===== src/rtl/mat_mul_pkg.sv =====
// Shared state type and arithmetic helpers for mat_mul_seq.
// MAT_MUL_SEQ_SAT_EN selects saturating result narrowing; otherwise results wrap.
package mat_mul_pkg;

  localparam int unsigned NARROW_W = 64;

  typedef enum logic [1:0] {
    IDLE = 2'd0,
    RUN  = 2'd1,
    DONE = 2'd2
  } state_e;

  // Full-precision accumulator width for an n-term dot product of width-bit operands.
  function automatic int unsigned acc_width(input int unsigned width, input int unsigned n);
    return 2 * width + $clog2(n + 1);
  endfunction

  // Narrow a sign-extended value to res_width bits; caller keeps the low res_width bits.
  function automatic logic signed [NARROW_W-1:0] narrow(input logic signed [NARROW_W-1:0] value,
                                                        input int unsigned res_width);
`ifdef MAT_MUL_SEQ_SAT_EN
    logic signed [NARROW_W-1:0] hi;
    logic signed [NARROW_W-1:0] lo;
    if (res_width >= NARROW_W) return value;
    hi = (64'sd1 <<< (res_width - 1)) - 64'sd1;
    lo = ~hi;
    if (value > hi) return hi;
    if (value < lo) return lo;
    return value;
`else
    if (res_width >= NARROW_W) return value;
    return (value <<< (NARROW_W - res_width)) >>> (NARROW_W - res_width);
`endif
  endfunction

endpackage


===== src/rtl/mat_mul_mac.sv =====
// Signed multiply-accumulate: acc_c is the running sum including this cycle's product.
module mat_mul_mac #(
  parameter int unsigned WIDTH = 8,
  parameter int unsigned ACC_W = 18
) (
  input  logic                    clk,
  input  logic                    reset,
  input  logic                    clear,
  input  logic                    en,
  input  logic signed [WIDTH-1:0] a,
  input  logic signed [WIDTH-1:0] b,
  output logic signed [ACC_W-1:0] acc_c
);

  localparam int unsigned PROD_W = 2 * WIDTH;

  logic signed [PROD_W-1:0] prod_c;
  logic signed [ACC_W-1:0]  acc_q;
  logic signed [ACC_W-1:0]  acc_d;

  // Clear wins over enable so a finished dot product restarts from zero.
  always_comb begin
    prod_c = PROD_W'(a) * PROD_W'(b);
    acc_c  = acc_q + ACC_W'(prod_c);
    acc_d  = acc_q;
    if (clear) begin
      acc_d = '0;
    end else if (en) begin
      acc_d = acc_c;
    end
  end

  always_ff @(posedge clk or posedge reset) begin
    if (reset) begin
      acc_q <= '0;
    end else begin
      acc_q <= acc_d;
    end
  end

endmodule


===== src/rtl/mat_mul_seq.sv =====
// Sequential signed matrix multiplier C = A x B, one MAC per clock, start/busy/done handshake.
// Define MAT_MUL_SEQ_SAT_EN to saturate (instead of wrap) each C element to RES_WIDTH bits.
module mat_mul_seq
  import mat_mul_pkg::*;
#(
  parameter int unsigned M         = 2,
  parameter int unsigned N         = 2,
  parameter int unsigned L         = 2,
  parameter int unsigned WIDTH     = 8,
  parameter int unsigned RES_WIDTH = acc_width(WIDTH, N)
) (
  input  logic                     clk,
  input  logic                     reset,
  input  logic                     start,
  input  logic [M*N*WIDTH-1:0]     mat_a,
  input  logic [N*L*WIDTH-1:0]     mat_b,
  output logic [M*L*RES_WIDTH-1:0] result,
  output logic                     busy,
  output logic                     done
);

  localparam int unsigned ACC_W    = acc_width(WIDTH, N);
  localparam int unsigned IW       = (M > 1) ? $clog2(M) : 1;
  localparam int unsigned KW       = (N > 1) ? $clog2(N) : 1;
  localparam int unsigned JW       = (L > 1) ? $clog2(L) : 1;
  localparam int unsigned RES_BITS = M * L * RES_WIDTH;
  localparam logic [IW-1:0] I_LAST = IW'(M - 1);
  localparam logic [KW-1:0] K_LAST = KW'(N - 1);
  localparam logic [JW-1:0] J_LAST = JW'(L - 1);

  if (M == 0 || N == 0 || L == 0 || WIDTH < 2) begin : g_bad_dims
    $error("mat_mul_seq: M, N, L must be >= 1 and WIDTH >= 2");
  end
  if (RES_WIDTH == 0 || RES_WIDTH > NARROW_W || ACC_W > NARROW_W) begin : g_bad_width
    $error("mat_mul_seq: RES_WIDTH and accumulator width must be 1..64");
  end

  typedef logic signed [WIDTH-1:0] elem_t;
  typedef logic signed [ACC_W-1:0] acc_t;

  state_e        state_q, state_d;
  elem_t         a_q [M][N], a_d [M][N], a_in_c [M][N];
  elem_t         b_q [N][L], b_d [N][L], b_in_c [N][L];
  acc_t          c_q [M][L], c_d [M][L];
  logic [IW-1:0] i_q, i_d;
  logic [JW-1:0] j_q, j_d;
  logic [KW-1:0] k_q, k_d;
  logic          busy_q, busy_d;
  logic          done_q, done_d;
  logic [RES_BITS-1:0] result_q, result_d, res_narrow_c;
  logic          accept_c, mac_clear_c, mac_en_c, slot_wr_c, final_c;
  acc_t          acc_c;

  // Unpack the flat row-major operand buses.
  for (genvar r = 0; r < M; r++) begin : g_a_row
    for (genvar c = 0; c < N; c++) begin : g_a_col
      assign a_in_c[r][c] = mat_a[(r*N + c)*WIDTH +: WIDTH];
    end
  end
  for (genvar r = 0; r < N; r++) begin : g_b_row
    for (genvar c = 0; c < L; c++) begin : g_b_col
      assign b_in_c[r][c] = mat_b[(r*L + c)*WIDTH +: WIDTH];
    end
  end

  mat_mul_mac #(
    .WIDTH (WIDTH),
    .ACC_W (ACC_W)
  ) u_mac (
    .clk   (clk),
    .reset (reset),
    .clear (mac_clear_c),
    .en    (mac_en_c),
    .a     (a_q[i_q][k_q]),
    .b     (b_q[k_q][j_q]),
    .acc_c (acc_c)
  );

  // Next state and index walk: k innermost, then j, then i.
  always_comb begin
    state_d     = state_q;
    i_d         = i_q;
    j_d         = j_q;
    k_d         = k_q;
    busy_d      = busy_q;
    done_d      = 1'b0;
    accept_c    = 1'b0;
    mac_clear_c = 1'b0;
    mac_en_c    = 1'b0;
    slot_wr_c   = 1'b0;
    final_c     = 1'b0;
    case (state_q)
      IDLE: accept_c = start;
      RUN: begin
        mac_en_c = 1'b1;
        k_d      = k_q + KW'(1);
        if (k_q == K_LAST) begin
          k_d         = '0;
          mac_clear_c = 1'b1;
          slot_wr_c   = 1'b1;
          j_d         = j_q + JW'(1);
          if (j_q == J_LAST) begin
            j_d = '0;
            i_d = i_q + IW'(1);
            if (i_q == I_LAST) begin
              i_d     = '0;
              final_c = 1'b1;
              busy_d  = 1'b0;
              done_d  = 1'b1;
              state_d = DONE;
            end
          end
        end
      end
      DONE: begin
        state_d  = IDLE;
        accept_c = start;
      end
      default: state_d = IDLE;
    endcase
    if (accept_c) begin
      state_d     = RUN;
      busy_d      = 1'b1;
      mac_clear_c = 1'b1;
      i_d         = '0;
      j_d         = '0;
      k_d         = '0;
    end
  end

  // Operand capture on accepted start only.
  always_comb begin
    a_d = a_q;
    b_d = b_q;
    if (accept_c) begin
      a_d = a_in_c;
      b_d = b_in_c;
    end
  end

  // Internal C slot gets the finished dot product as k wraps.
  always_comb begin
    c_d = c_q;
    if (slot_wr_c) begin
      c_d[i_q][j_q] = acc_c;
    end
  end

  for (genvar r = 0; r < M; r++) begin : g_res_row
    for (genvar c = 0; c < L; c++) begin : g_res_col
      assign res_narrow_c[(r*L + c)*RES_WIDTH +: RES_WIDTH] =
        RES_WIDTH'(narrow(NARROW_W'(c_d[r][c]), RES_WIDTH));
    end
  end

  // Result is replaced as a whole, only on the final MAC.
  always_comb begin
    result_d = result_q;
    if (final_c) begin
      result_d = res_narrow_c;
    end
  end

  always_ff @(posedge clk or posedge reset) begin
    if (reset) begin
      state_q  <= IDLE;
      a_q      <= '{default: '0};
      b_q      <= '{default: '0};
      c_q      <= '{default: '0};
      i_q      <= '0;
      j_q      <= '0;
      k_q      <= '0;
      busy_q   <= 1'b0;
      done_q   <= 1'b0;
      result_q <= '0;
    end else begin
      state_q  <= state_d;
      a_q      <= a_d;
      b_q      <= b_d;
      c_q      <= c_d;
      i_q      <= i_d;
      j_q      <= j_d;
      k_q      <= k_d;
      busy_q   <= busy_d;
      done_q   <= done_d;
      result_q <= result_d;
    end
  end

  assign result = result_q;
  assign busy   = busy_q;
  assign done   = done_q;

endmodule


===== config.mk =====
export PLATFORM = sky130hd
export DESIGN_NAME = mat_mul_seq
export DESIGN_NICKNAME = d
export VERILOG_FILES = /design/src/rtl/mat_mul_pkg.sv /design/src/rtl/mat_mul_mac.sv /design/src/rtl/mat_mul_seq.sv
export SDC_FILE = /design/constraint.sdc
export NUM_CORES = 1
export LEC_CHECK = 0
export CAP_MARGIN = 20
export CORE_ASPECT_RATIO = 1.4
export CORE_MARGIN = 2
export CORE_UTILIZATION = 45
export CTS_BUF_LIST = sky130_fd_sc_hd__clkbuf_4 sky130_fd_sc_hd__clkbuf_8
export DETAILED_ROUTE_END_ITERATION = 6
export GPL_TIMING_DRIVEN = 0
export PLACE_DENSITY = 0.69
export SLEW_MARGIN = 15
export SYNTH_ARGS = -nofsm -noshare
export SYNTH_HDL_FRONTEND = slang
export SYNTH_SLANG_ARGS = --single-unit

===== constraint.sdc =====
create_clock -name clk -period 6 [get_ports clk]
set_input_delay 0.6 -clock clk [delete_from_list [all_inputs] [get_ports clk]]
set_output_delay 0.6 -clock clk [all_outputs]
set_load 0.05 [all_outputs]

Word-level counts from Yosys, hierarchy flattened
Cells that the tools add are included.
{"block": "totals", "reg_bits": 233, "elab_cells": 103, "ramBits": 0, "latchBits": 0, "n_memories": 0, "romBits": 0}
{"block": "classes", "n_reduce_logical": 13, "shift": 0, "multipliers": 1, "div_mod_pow": 0, "bitwise_logic": 3, "n_addsub": 4, "eq_ne": 6, "n_lt_le_gt_ge": 5, "mux": 51}
{"operator": "$mux 16", "n": 6}
{"operator": "$bwmux 72", "n": 1}
{"operator": "$mux 72", "n": 1}
{"operator": "$mux 18", "n": 3}
{"operator": "$mux 8", "n": 6}
{"operator": "$demux 36 s1", "n": 1}
{"operator": "$mux 36", "n": 1}
{"operator": "$mux 1", "n": 26}
{"operator": "$add 18x16->18", "n": 1}
{"operator": "$demux 18 s1", "n": 1}
{"operator": "$mul 8x8->16", "n": 1}
{"operator": "$reduce_bool 2->1", "n": 5}
{"operator": "$ne 3x3->1 const B", "n": 3}
{"operator": "$mux 2", "n": 4}
{"operator": "$reduce_and 4->1", "n": 2}
{"operator": "$ge 2x2->1 const B", "n": 3}
{"operator": "$not 1->2", "n": 3}
{"operator": "$lt 2x1->1 const B", "n": 2}
{"operator": "$pmux 2 s2", "n": 1}
{"operator": "$add 1x1->1 const B", "n": 3}
{"operator": "$reduce_and 3->1", "n": 1}
{"operator": "$eq 2x1->1 const B", "n": 1}
{"operator": "$eq 2x2->1 const B", "n": 1}
{"operator": "$logic_and 1x1->1", "n": 2}
{"operator": "4 further kinds", "n": 4}

Depth between registers and ports, before layout
{"block": "depth", "depth_word": 11, "mapped_depth": 22}

Hierarchy
A second synthesis with hierarchy kept.
{"block": "hier_totals", "cells_unflattened": 1012, "area_unflattened_um2": 11927.7}
{"mod": "mat_mul_seq", "area_each_um2": 7843.8, "cells_each": 587, "n_inst": 1, "seq_area_each_um2": 4929.7}
{"mod": "mat_mul_mac", "area_each_um2": 4083.9, "cells_each": 425, "n_inst": 1, "seq_area_each_um2": 450.4}

Worst setup path before layout
No wires, ideal clock.
{"block": "synth_path", "kind": "flip-flop to flip-flop", "start": "register k_q", "end": "register c_q[51] (netlist bit)", "t_arrival_ns": 5.474, "synth_period_minus_slack_ns": 5.599, "setup_time_ns": 0.125, "path_slack_ns": 0.401, "path_stages_with_launch": 19, "required_ns": 5.875, "path_cell_list": "dfrtp_1 -> buf_2 -> buf_2 -> mux4_2 -> and2_1 -> inv_1 -> fa_1 -> inv_1 -> fa_1 -> fa_1 -> fa_1 -> fa_1 -> ha_1 -> o211ai_1 -> o211ai_2 -> nand4_1 -> a21oi_2 -> xor2_2 -> mux2_2"}
{"element": "start, declared", "line": "mat_mul_seq.sv:47", "text": "logic [KW-1:0] k_q, k_d;"}
{"element": "start signal, assigned", "line": "mat_mul_seq.sv:183", "text": "k_q <= k_d;"}
{"element": "end signal, assigned", "line": "mat_mul_seq.sv:169", "text": "c_q <= '{default: '0};"}
{"element": "end signal, assigned", "line": "mat_mul_seq.sv:180", "text": "c_q <= c_d;"}
{"element": "end, declared", "line": "mat_mul_seq.sv:44", "text": "acc_t c_q [M][L], c_d [M][L];"}

==> results.toml <==
[placement]
gp_congestion = 0.840
placed_cell_area_um2 = 13800
place_hpwl_mm = 20.4
portBuffers = 140

[layout]
fin_area_um2 = 14700
fin_nets = 1393
n_fill_cell = 2198
multi_input_area_um2 = 5940
regArea_um2 = 5380
drive_gt1_share_pct = 21.7
area.growth.synth_to_final_pct = 23.9
fin_util_pct = 56.3
diodes = 0

[sta]
finalMaxSlewViolations = 0
max_slew_margin_pct = 40.4
period_needed_ns = 5.84
rsz0062_at_grt = "no"
fmax_mhz = 171
hold_slack_ns = 0.389
period_share_pct = 97.3
setup_violations = 0
hold_viol = 0
fin_skew_ns = 0.0206
worst_pin_slew_ns = 0.887

[worst_setup_path]
critPathKind = "reg2reg"
cp_data_required_time_ns = 6.47
cp-start-kind = "flop"
end_kind = "flop"
critPathArrivalTime_ns = 6.31
cp_max_fo = 10

[synthesis]
synthArstFlopShare_pct = 100
yosys.area.top_type = "dfrtp_1"
yosys.area.top_type_share_pct = 45.5
ys_ff_latch = 215
syn_area_um2 = 11800
syn_nets = 1207
synth-seq-area-share_pct = 45.5
avgSynthCellArea_um2 = 11.6
yosysWarnings = 0
synth_edf_count = 0
ys_top_cells_by_area = "dfrtp_1 45%, fa_1 14%, mux2_2 9.6%, nand2_1 7.3%, ha_1 4.4%"
syn_inst = 1018
ys_types = 58
synth_flop_cell = "dfrtp_1"

[outcome]
run_status = "complete, no violations"

[drt]
top_layer = "met4"
drt-met1-wl_mm = 10.8
met3RoutedLength_mm = 1.23
route.met2.wl_mm = 14.0
vias_per_cell = 5.05
vias = 7821
drt_first_pass_iters = 4
routedWlPerCell_um = 17.2
drt-initial-drc-count = 319
totalWireLength_mm = 26.6
postRouteAntennaNets = 0
route.detailed.drc = 0

[floorplan]
die_h_um = 196
num_rows = 70
die_x_um = 141
io_pins = 141
start_util_pct = 45.5
core_um2 = 26000
die_area_um2 = 27600

[global_route]
gr-total-overflow = 0
grt_pass1_wl_mm = 44.2
grt_usage_pct = 20.3
antenna_found_initial = 0
grt_pass1_vias = 8443
grt_start_max_net_pins = 38

[clock_tree]
cts_tree = "yes"
htree_levels = 2
clkSinkCount = 215
cts.clk_slew.worst_paths_ns = 0.06
clock-root-buffer = "clkbuf_8"
cts_buffer_depth = 3
clkLatencyLatePin_ns = 0.54
hold_buffers = 0
cts_buffers = 35

[min_path]
min_path_type = "in2async"

[run]
drv_cap = 0
-- routing by layer --
layer,up-vias,GRT usage (%)
met2,206,36.5
met4,0,5.89
li1,3669,-
met5,-,0
met1,3901,25.3
met3,45,3.37
-- cells by family (layout without fill, tap and decap cells) --
logic type	count (synthesis)	count (layout)	share of synthesized area, %
AOI/OAI and AO/OA	91	91	5.55
xor gates and xnor gates	16	16	1.31
adders and majority gates	122	122	18.0
buffers and inverters	137	343	5.00
DFF	215	215	45.5
muxes	117	117	12.6
and+or+nand+nor	320	320	12.1
-- synthesized netlist by cell type (all sizes together), types with 15 or more instances --
cell,number
fa,80
ha,42
mux4,15
buf,30
and2,34
o21ai,41
mux2,101
inv,95
nor2,15
nand2,246
dfrtp,215
-- layout make-up --
cell class	count	share of cell area, %
plain buffers	42	1.81
clock buffers	49	4.22
clock inverters	8	0.905
inverters	95	2.46
multi-input cells	666	40.5
flip-flops and latches	215	36.7
well taps	324	2.77
repair buffers	149	10.6
-- state kept, by name (all words and copies together) (netlist names) --
signal / cells
result: 72
c_q: 54
a_q: 32
b_q: 32
u_mac.acc_q: 18
state_q: 2
busy: 1
done: 1
i_q: 1
j_q: 1
k_q: 1
-- worst paths after layout --
kind                         start          to  slack [ns]  cells past startpoint
min in group clk           c_q[70]  result[16]        0.47                      2
min reg2reg                c_q[70]  result[16]        0.47                      2
max reg2reg                    j_q     c_q[51]        0.16                     18
max                            j_q     c_q[51]        0.16                     18
max in group asynchronous    reset  result[25]        4.62                      5
min                          reset     b_q[10]        0.39                      2
-- worst max-delay path: stages (launching register included) --
cell	delay, ns
dfrtp_1	0.32
clkbuf_4	0.21
buf_8	0.18
mux4_2	0.64
and2_1	0.23
fa_1	0.45
fa_1	0.49
inv_1	0.05
fa_1	0.53
inv_1	0.05
fa_1	0.39
fa_1	0.49
ha_1	0.36
o211ai_1	0.14
o211ai_2	0.23
nand4_1	0.19
a21oi_2	0.28
xor2_4	0.31
mux2_2	0.21
-- cells in the final DEF, fill, tap and decap left out, drive strengths merged, types with 6 or more instances in the layout --
master           n
a21o             6
a21oi            9
a22o            12
fa              80
mux2           101
ha              42
nand2          246
dfrtp          215
mux4            15
clkdlybuf4s50  140
o21ai           41
clkbuf          64
inv             95
xnor2           11
nor2            15
buf             36
and2            34
-- what timing repair did --
item,CTS,global route
pin swaps,1,5
endpoints found under the setup margin,53,41
setup buffers,0,3
gates resized for setup,11,14
hold endpoints to repair,0,0
-- metrics by stage --
stage                     instances  setup TNS [ns]  setup slack (ns)
final                          1548               0             0.161
after global routing           1548               0          0.000457
after CTS                      1545               0           0.00664
after detailed placement       1488          -16.97            -0.508
after global placement         1482          -14.71            -0.456
after floorplan                1018               0             0.401
Power is left out: the tool's default activity adds up to more than one toggle a clock period on the data nets, which glitch-free logic cannot reach.
==> edit 1 (same settings) <==
Make the reset (`reset`) synchronous in 2 clocked blocks.
--- a/src/rtl/mat_mul_mac.sv
+++ b/src/rtl/mat_mul_mac.sv
@@ -30,7 +30,7 @@
     end
   end
 
-  always_ff @(posedge clk or posedge reset) begin
+  always_ff @(posedge clk) begin
     if (reset) begin
       acc_q <= '0;
     end else begin
--- a/src/rtl/mat_mul_seq.sv
+++ b/src/rtl/mat_mul_seq.sv
@@ -161,7 +161,7 @@
     end
   end
 
-  always_ff @(posedge clk or posedge reset) begin
+  always_ff @(posedge clk) begin
     if (reset) begin
       state_q  <= IDLE;
       a_q      <= '{default: '0};
Behaviour: differs if reset is asserted again (counterexample within 4 cycles, from zero or initial values and one cycle with reset high); with reset held inactive, the same outputs for 4 cycles.
==> edit 1 against the original RTL <==
- clock skew up 0.012 ns
- routed wire length up 6.1%
- via count up 17%
- design area down 5.6%
- sequential cell count unchanged
- largest cell class unchanged
- setup slack better by 0.011 ns
- sequential share of layout area down 5.6 points
- synthesized area down 6.7%
Power is left out: it rests on default switching activity, and per cell area and clock period it moved more than threefold.
==> edit 1: results <==
group,metric,value,unit
global_routing,grt_usage,0.223,
detailed_routing,wirelength,28.2,mm
global_routing,grt_pass1_vias,9264,
finish,drive_gt1_frac,0.0829,
hold_path,hold_path.class,"reg2reg",
placement,gp_congestion,0.852,
synthesis,synth-main-ff-cell,"dfxtp_1",
critical_path,path_delay_family,"adder cells",
clock_network,cts_root_buffer,"clkbuf_8",
clock_network,clk_latency,0.54,ns
detailed_routing,wl_per_cell,15.5,um
synthesis,ys_warn_count,0,
placement,pre_cts_slack,-1.25,ns
timing,setup_viol,0,
global_routing,grt_pass1_wl,45.7,mm
synthesis,netlist-cell-type-count,38,
global_routing,met2_usage,0.404,
synthesis,synth_seq_area_share,0.390,
critical_path,critPathMaxStageDelay,0.62,ns
clock_network,clk_pin_slew_worst_paths,0.07,ns
synthesis,syn_nets,1485,
placement,place_hpwl,21.8,mm
global_routing,grt_start_max_net_pins,11,
global_routing,use_met1,0.258,
detailed_routing,drt_pre_antenna_iters,5,
placement,placedInstanceArea,12800,um^2
finish,n_fill_cell,2222,
clock_network,cts.htree.levels,2,
critical_path,crit_path_top_delay_cell,"mux4_2",
synthesis,synthTopCellsByCount,"nand2_1, dfxtp_1, a21oi_1",
synthesis,syn_avg_cell_area,8.52,um^2
critical_path,critPathArrivalTime,6.27,ns
synthesis,synthTopCellsByArea,"dfxtp_1, fa_1, nand2_1",
job,drv_cap,0,
timing,post-route-period-util,0.971,
placement,place_inst,1745,
synthesis,async_reset_ff_frac,0,
outcome,outcome,"finished, final reports clean",
detailed_routing,drt_iter0_drc,453,
timing,slew_viol_final,0,
finish,num_antenna_cells,0,
detailed_routing,via_per_inst,5.04,
timing,fin_skew,0.0323,ns
placement,io_buffers,139,
global_routing,grtUsageMet3,0.0402,
timing,relSlewSlack,0.408,
clock_network,ctsLongestPathBuffers,3,
clock_network,numCtsBuffers,34,
[edit 1: cell count changes after synthesis, moves of 23 or more]
cell      before  now
nand2_1      231  393
mux2_2       101    1
dfrtp_1      215    0
a211oi_1       3   29
dfxtp_1        0  215
clkbuf_1      11   64
nor2_1        14   37
a21oi_1        7  194
[edit 1: logic make-up (layout without fill, tap and decap cells)]
| family | after synthesis | in the layout | synth area share |
|---|---|---|---|
| xor+xnor | 19 | 19 | 0.0151 |
| compound gates | 258 | 258 | 0.131 |
| fa+ha+maj | 122 | 122 | 0.193 |
| flops | 215 | 215 | 0.390 |
| mux | 17 | 17 | 0.0325 |
| simple gates | 486 | 487 | 0.177 |
| buf+inv | 179 | 390 | 0.0620 |
[edit 1: worst paths after layout]
path	start	end	slack, ns	cells after the start
setup reg to reg	j_q	c_q[71]	0.17	20
hold reg to reg	result[30]	result[30]	0.45	2
setup / recovery	j_q	c_q[71]	0.17	20
hold / removal	result[30]	result[30]	0.45	2
[edit 1: metal layers]
layer	wire, um	vias up
met3	1460	62
met5	0	-
li1	-	4547
met4	953	0
met2	14600	251
met1	11200	4295
[edit 1: area by class of cell]
cell class	count	area (um^2)	share of cell area
multi-input combinational	903	6160	0.445
sequential	215	4310	0.311
timing repair buffer	154	1520	0.110
clock buffer	55	688	0.0497
tap	310	388	0.0280
buffer	81	363	0.0262
inverter	96	360	0.0260
clock inverter	4	56.3	0.00407
[edit 1: what timing repair did]
item / in CTS / in global routing
resized for setup: 18 / 21
cloned: 0 / 1
pin swaps: 2 / 3
setup endpoints to repair: 55 / 40
buffers inserted: 5 / 10
[edit 1: tightest hold or removal path: stages, from the launching register on]
cell and delay, ns:
dfxtp_1 0.31, nand2_1 0.05, a21oi_1 0.05
==> edit 2 (same flow settings) <==
Without the edit above. Build with the macro `MAT_MUL_SEQ_SAT_EN` defined.
--- a/src/rtl/mat_mul_pkg.sv
+++ b/src/rtl/mat_mul_pkg.sv
@@ -1,5 +1,7 @@
 // Shared state type and arithmetic helpers for mat_mul_seq.
 // MAT_MUL_SEQ_SAT_EN selects saturating result narrowing; otherwise results wrap.
+`define MAT_MUL_SEQ_SAT_EN
+
 package mat_mul_pkg;
 
   localparam int unsigned NARROW_W = 64;
Check against the original RTL: no difference found for any inputs over 4 cycles, from zero or initial values and one cycle with reset high; that may be too few to reach the edited logic, so the function may still have changed.
==> edit 2 against the original RTL <==
- the flow now finishes with violations (design-rule violations)
- setup slack improved by 0.0027 ns
- die area fell by 1.2%
- critical path depth down 3
- synthesized cell count rose by 0.39%
- critical endpoint is now result[69]
- sequential share of layout area rose by 0.20 points
- highest routed layer unchanged
- routed wire length grew 2.5%
- sequential cell count stayed put
- utilization up 0.92 points
- synthesized area down 1.2%
- design area down 0.49%
Power is not shown: default switching activity piles up to over one toggle a cycle in this logic, so the estimate is an artifact.
==> edit 2: results <==
group,metric,value,unit
global_routing,grt_start_max_net_pins,37,
synthesis,synthXorXnorAreaFrac,0.0141,
detailed_routing,wirelength,27.3,mm
critical_path,critPathMaxStageDelay,0.60,ns
critical_path,cp-startpoint,"k_q",
detailed_routing,drc,2,
synthesis,synth-main-ff-cell,"dfrtp_1",
detailed_routing,wl_met3,982,um
detailed_routing,via_per_inst,5.13,
critical_path,crit_end,"result[69]",
synthesis,synth_fa_ha_area_frac,0.182,
critical_path,critPathArrivalTime,6.23,ns
detailed_routing,drt-met1-wl,11.3,mm
placement,pre_cts_slack,-0.660,ns
finish,fin_nets,1402,
finish,stdcell_count,1553,
global_routing,met2_usage,0.370,
outcome,outcome,"finished, violations left",
synthesis,synth_compound_area_frac,0.0473,
synthesis,synthTopCellsByCount,"nand2_1, dfrtp_1, mux2_2",
placement,gp_congestion,0.825,
placement,place_hpwl,20.7,mm
placement,placedInstanceArea,13600,um^2
detailed_routing,drt_pre_antenna_iters,7,
global_routing,use_met1,0.260,
global_routing,grt_pass1_wl,44.6,mm
critical_path,worstPathMaxFanout,5,
synthesis,synthTopCellsByArea,"dfrtp_1, fa_1, mux2_2",
outcome,violations,"design-rule violations",
timing,fin_skew,0.0294,ns
finish,n_fill_cell,2123,
critical_path,r2r_cells,15,
synthesis,syn_avg_cell_area,11.4,um^2
detailed_routing,drt_iter0_drc,366,
global_routing,grt_usage,0.207,
timing,post-route-period-util,0.973,
global_routing,grtUsageMet3,0.0273,
clock_network,clk_latency,0.52,ns
critical_path,crit_path_top_delay_cell,"fa_1",
synthesis,syn_nets,1211,
timing,whs,0.458,ns
synthesis,synth_seq_area_share,0.460,
finish,drive_gt1_frac,0.203,
synthesis,synthMuxAreaShare,0.130,
-- edit 2: area by class of cell --
| type | instances | area (um^2) | area share |
|---|---|---|---|
| repair buffers | 157 | 1640 | 0.112 |
| multi-input cells | 669 | 5880 | 0.403 |
| flip-flops and latches | 215 | 5380 | 0.369 |
| inverters | 94 | 357 | 0.0245 |
| plain buffers | 42 | 248 | 0.0170 |
| clock inverters | 4 | 28.8 | 0.00197 |
| clock buffers | 53 | 648 | 0.0444 |
| well taps | 319 | 399 | 0.0274 |
-- edit 2: cells by family (layout without fill, tap and decap cells) --
group,after synthesis,after routing
mux,120,120
compound gates,83,83
xor+xnor,18,18
flops,215,215
fa+ha+maj,122,122
buf+inv,138,350
simple gates,326,326
-- edit 2: what timing repair did --
item,in CTS,in global routing
resized for setup,21,26
setup endpoints to repair,54,42
buffers inserted,0,10
cloned,0,0
pin swaps,0,8
